$ cat config.mk
export PLATFORM = sky130hd
export DESIGN_NAME = bht_predictor
export DESIGN_NICKNAME = d
export VERILOG_FILES = /design/src/rtl/bht_pkg.sv /design/src/rtl/bht_ctr_next.sv /design/src/rtl/bht_predictor.sv
export SDC_FILE = /design/constraint.sdc
export NUM_CORES = 1
export LEC_CHECK = 0
export ABC_AREA = 1
export CORE_MARGIN = 5
export CORE_UTILIZATION = 43
export CTS_CLUSTER_DIAMETER = 50
export DETAILED_ROUTE_END_ITERATION = 8
export GPL_ROUTABILITY_DRIVEN = 0
export HOLD_SLACK_MARGIN = 0.05
export PLACE_DENSITY = 0.73
export SYNTH_ARGS = -nofsm -noshare
export SYNTH_HDL_FRONTEND = slang
export SYNTH_SLANG_ARGS = --single-unit
$ cat constraint.sdc
create_clock -name clk -period 2.4 [get_ports clk]
set_clock_uncertainty 0.05 [all_clocks]
set_input_delay 0.48 -clock clk [delete_from_list [all_inputs] [get_ports clk]]
set_output_delay 0.48 -clock clk [all_outputs]
set_load 0.01 [all_outputs]
$ cat src/rtl/bht_pkg.sv
// Shared types for the branch history table: 2-bit counter encoding and
// the clear-sequencer state.
package bht_pkg;

    typedef enum logic [1:0] {
        SNT = 2'b00,
        WNT = 2'b01,
        WT  = 2'b10,
        ST  = 2'b11
    } ctr_t;

    localparam ctr_t CTR_INIT = WNT;

    typedef enum logic {
        IDLE  = 1'b0,
        CLEAR = 1'b1
    } bht_state_t;

endpackage

$ cat src/rtl/bht_ctr_next.sv
// Saturating next-state function for one 2-bit branch counter.
module bht_ctr_next
    import bht_pkg::*;
(
    input  ctr_t ctr,
    input  logic taken,
    output ctr_t ctr_nxt
);

    always_comb begin
        // NOTE: default assignment first so every path drives ctr_nxt and no latch is inferred.
        ctr_nxt = ctr;
        case (ctr)
            SNT: ctr_nxt = taken ? WNT : SNT;
            WNT: ctr_nxt = taken ? WT  : SNT;
            WT:  ctr_nxt = taken ? ST  : WNT;
            ST:  ctr_nxt = taken ? ST  : WT;
            default: ctr_nxt = ctr;
        endcase
    end

endmodule

$ cat src/rtl/bht_predictor.sv
// Direct-mapped 2-bit branch history table with a multi-cycle clear sequencer.
// Optional resolved-branch / mispredict statistics enabled by BHT_STATS_EN.
module bht_predictor
    import bht_pkg::*;
#(
    parameter int IDX_W = 6,
    parameter int XLEN  = 32
) (
    input  logic            clk,
    input  logic            rst_n,
    input  logic            lookup_valid,
    input  logic [XLEN-1:0] lookup_pc,
    output logic            pred_taken,
    input  logic            update_valid,
    input  logic [XLEN-1:0] update_pc,
    input  logic            br_taken,
    input  logic            pred_taken_ex,
    output logic            mispredict,
    input  logic            clear_req,
    output logic            busy,
    output logic [31:0]     branch_cnt,
    output logic [31:0]     mispred_cnt
);

    localparam int ENTRIES = 1 << IDX_W;

    ctr_t             table_q [ENTRIES];
    bht_state_t       state_q;
    logic [IDX_W-1:0] clr_idx_q;

    logic [IDX_W-1:0] lkp_idx;
    logic [IDX_W-1:0] upd_idx;
    logic [1:0]       lkp_bits;
    ctr_t             upd_ctr_nxt;
    logic             unused_pc_bits;

    assign lkp_idx  = lookup_pc[IDX_W+1:2];
    assign upd_idx  = update_pc[IDX_W+1:2];
    assign lkp_bits = table_q[lkp_idx];

    // Untagged table: the PC bits outside the index field are intentionally ignored.
    assign unused_pc_bits = ^{lookup_pc[XLEN-1:IDX_W+2], lookup_pc[1:0],
                              update_pc[XLEN-1:IDX_W+2], update_pc[1:0]};

    assign busy       = (state_q == CLEAR);
    assign pred_taken = lookup_valid & ~busy & lkp_bits[1];
    assign mispredict = update_valid & (br_taken ^ pred_taken_ex);

    bht_ctr_next u_ctr_next (
        .ctr     (table_q[upd_idx]),
        .taken   (br_taken),
        .ctr_nxt (upd_ctr_nxt)
    );

    always_ff @(posedge clk or negedge rst_n) begin
        if (!rst_n) begin
            // NOTE: the flop-array table is reset entry by entry so predictions are defined straight out of reset.
            for (int i = 0; i < ENTRIES; i++) begin
                table_q[i] <= CTR_INIT;
            end
            state_q   <= IDLE;
            clr_idx_q <= '0;
        end else begin
            // NOTE: all state here uses non-blocking assignments so every read sees pre-edge values.
            case (state_q)
                IDLE: begin
                    if (update_valid) begin
                        table_q[upd_idx] <= upd_ctr_nxt;
                    end
                    if (clear_req) begin
                        state_q   <= CLEAR;
                        clr_idx_q <= '0;
                    end
                end
                CLEAR: begin
                    table_q[clr_idx_q] <= CTR_INIT;
                    clr_idx_q          <= clr_idx_q + 1'b1;
                    if (clr_idx_q == {IDX_W{1'b1}}) begin
                        state_q <= IDLE;
                    end
                end
                default: state_q <= IDLE;
            endcase
        end
    end

`ifdef BHT_STATS_EN
    logic [31:0] branch_cnt_q;
    logic [31:0] mispred_cnt_q;

    // Counting continues during a clear; the pipeline still resolves and flushes.
    always_ff @(posedge clk or negedge rst_n) begin
        if (!rst_n) begin
            branch_cnt_q  <= '0;
            mispred_cnt_q <= '0;
        end else begin
            if (update_valid) begin
                branch_cnt_q <= branch_cnt_q + 32'd1;
            end
            if (mispredict) begin
                mispred_cnt_q <= mispred_cnt_q + 32'd1;
            end
        end
    end

    assign branch_cnt  = branch_cnt_q;
    assign mispred_cnt = mispred_cnt_q;
`else
    assign branch_cnt  = '0;
    assign mispred_cnt = '0;
`endif

endmodule

==> impl_metrics.tcl <==
set metrics [dict create \
    vdd_drop_max_uv 895 \
    syn-instance-count 1629 \
    rows 57 \
    cts_sinks 135 \
    synth-seq-cells 135 \
    gr-total-overflow 0 \
    synth-edff-count 0 \
    ctsHtreeMaxLevel 4 \
    p_leak_nw 5.57 \
    worstPathMaxFanout 2 \
    crit_required_ps 1870 \
    place_hpwl_mm 27.2 \
    place_inst 2058 \
    cts_buffer_depth 2 \
    max_freq_mhz 413 \
    p_int_mw 8.25 \
    port_buffers 21 \
    num_vias 12100 \
    grt_use_met3_pct 10.0 \
    run_status "complete, but fails checks" \
    final_area_sq_um 13200 \
    fin_cells 2104 \
    antenna_found_initial 1 \
    cts_tree "built" \
    reg2reg_to "table_q[21]" \
    setup_violations 1 \
    total_power_mw 14.1 \
    power_density_nw_per_um2 1070 \
    place_area_sq_um 12100 \
    use_met1_pct 36.5 \
    finalHoldViolCount 0 \
    r2r_start "table_q[93]" \
    grt-busiest-layer "met2" \
    endpoint_kind "output pin" \
    grtUsageTotal_pct 28.2 \
    hold_end "table_q[0]" \
    worstHoldPathType "reg2reg" \
    grt_pass1_vias 11200 \
    initial_utilization_pct 43.8 \
    wl_per_cell_um 19.6 \
    slew_headroom_pct 51.7 \
    drc_errors 0 \
    fin_ws_ps -21.5 \
    chipWidth_um 167 \
    critical_path_class "reg2out" \
    worstRegToRegCells 17 \
    n_antenna_cell 0 \
    via_per_inst 5.77 \
    layout_min_cycle_time_ps 2420 \
    violations "setup timing" \
    coreArea_sq_um 24300 \
    period_share_pct 101 \
    combPwrFrac_pct 45.9 \
    worstPathArrival_ps 1890 \
    fin_nets 1839 \
    hold-path-cell-count 2 \
    power_frac_clock_pct 21.5 \
    min_from "table_q[0]" \
    slew_violations 0 \
    synthDistinctLibCells 41 \
    drt-initial-drc-count 1787 \
    clk_pin_slew_ps 60 \
    p_switching_mw 5.89 \
    finish.utilization_pct 54.1 \
    ys.flop_type "dfrtp_1" \
    fp.dieH_um 167 \
    numCtsBuffers 17 \
    async_flop_share_pct 100 \
    syn_area_sq_um 10600 \
    whs_ps 466 \
    layout_common_cells "nand2_1 (259), nor2_1 (259), a21oi_1 (207)" \
    antenna_left 0 \
    met2_usage_pct 40.5 \
    layout-drive-gt1-share_pct 20.8 \
    ctsRootBufferMaster "clkbuf_16" \
    ys_seq_area_share_pct 32.5 \
    drv_cap 0 \
    p_seq_share_pct 32.5 \
    grt_pass1_wl_mm 62.7 \
    area_growth_pct 23.7 \
    rrSetupSlack_ps 140 \
    syn_avg_cell_area_sq_um 6.54 \
    worst_setup_path_start_kind "flip-flop" \
    ys_warn_count 0 \
    grt_max_degree 139 \
    rsz0062_at_grt "true" \
    dr.pass1.iters 6 \
    drt_wl_total_mm 41.2 \
    swShare_pct 41.7 \
    num_io_pins 138 \
    insertion_delay_ps 440 \
    tightest_slew_ps 724 \
    dieArea_sq_um 28000 \
]
[timing repair]
item	CTS	global route
gates cloned	5	2
hold buffers	1	0
setup buffers	3	4
setup endpoints to repair	129	129
endpoints found under the hold margin	23	0
resized for setup	72	47
pin swaps	8	22
[registers in the layout, summed over array words and instances, names as in the netlist]
| signal | count |
|---|---|
| table_q | 128 |
| busy | 1 |
| clr_idx_q | 6 |
[critical path: stages (launching register included)]
cell     delay, ps
dfrtp_1        390
inv_1          120
o21ai_2         60
a21oi_1        150
a21oi_1         60
o21ai_0        250
nand3_2        110
nand3_2        110
a21oi_4         80
buf_6          130
[final cells by class]
class | instances | area [sq um]
fillers | 2254 | 11200
multi-input cells | 1211 | 5890
flip-flops and latches | 135 | 3460
repair buffers | 209 | 2010
inverters | 193 | 732
clock buffers | 24 | 502
well taps | 324 | 405
clock inverters | 8 | 165
[per-stage QoR]
| stage | worst slack, ps | setup TNS (ps) |
|---|---|---|
| floorplan | 53.4 | 0 |
| global placement | -912 | -65480 |
| detailed placement | -917 | -69230 |
| CTS | -24.9 | -24.9 |
| global route | -178 | -178 |
| finish | -21.5 | -21.5 |
[power by group through the flow]
stage / clock network (mW) / registers (mW) / logic, mW
2_1_floorplan: 0 / 4.23 / 4.08
3_3_place_gp: 0 / 4.51 / 5.79
3_5_place_dp: 0 / 4.54 / 5.93
4_1_cts: 3.04 / 4.53 / 6.19
5_1_grt: 3.16 / 4.68 / 7.08
6_report: 3.04 / 4.60 / 6.50
[worst max-delay path by stage]
stage | start | cells past startpoint | end | slack, ps
global placement | lookup_pc[2] | 12 | pred_taken | -910
CTS | table_q[81] | 9 | pred_taken | -20
detailed placement | lookup_pc[2] | 12 | pred_taken | -920
global route | table_q[37] | 9 | pred_taken | -180
finish | table_q[37] | 9 | pred_taken | -20
floorplan | lookup_pc[2] | 10 | pred_taken | 50
[cells by family after synthesis]
family	Yosys count	synth area share, %
flops	135	32.5
fa+ha+maj	1	0.117
xor+xnor	1	0.0823
buf+inv	346	15.6
compound gates	411	22.0
simple gates	734	29.6
other cells	1	0.0352
[metal layers]
metal  up-vias  share of wire [%]
li1       5541                  -
met1      5512                 37
met2       877                 41
met3       216                 14
met4         2                7.3
met5         -              0.029
[Yosys cell counts, types with 2 or more instances]
| cell type | count | area, sq um |
|---|---|---|
| nor3_2 | 4 | 40.0 |
| nand2_4 | 2 | 22.5 |
| o31ai_1 | 10 | 75.1 |
| nor2_2 | 7 | 43.8 |
| a211oi_1 | 56 | 420 |
| inv_1 | 175 | 657 |
| or2_2 | 3 | 18.8 |
| dfrtp_1 | 71 | 1780 |
| nand2_2 | 3 | 18.8 |
| dfstp_2 | 64 | 1680 |
| nand3_1 | 74 | 370 |
| inv_2 | 13 | 48.8 |
| clkinv_1 | 5 | 18.8 |
| nor3_4 | 4 | 65.1 |
| o211ai_1 | 29 | 218 |
| buf_6 | 12 | 135 |
| o21bai_2 | 5 | 56.3 |
| nor2_4 | 2 | 22.5 |
| nor2_1 | 261 | 980 |
| o21ai_1 | 16 | 80.1 |
| buf_2 | 19 | 95.1 |
| buf_4 | 67 | 503 |
| nand2_1 | 263 | 987 |
| buf_1 | 7 | 26.3 |
| o21ai_0 | 77 | 385 |
| nor3_1 | 107 | 536 |
| a21oi_1 | 210 | 1050 |
| clkbuf_1 | 48 | 180 |
| a31oi_1 | 2 | 12.5 |
| o21a_1 | 2 | 15.0 |
Note: power is estimated with default switching activity, not from simulation.
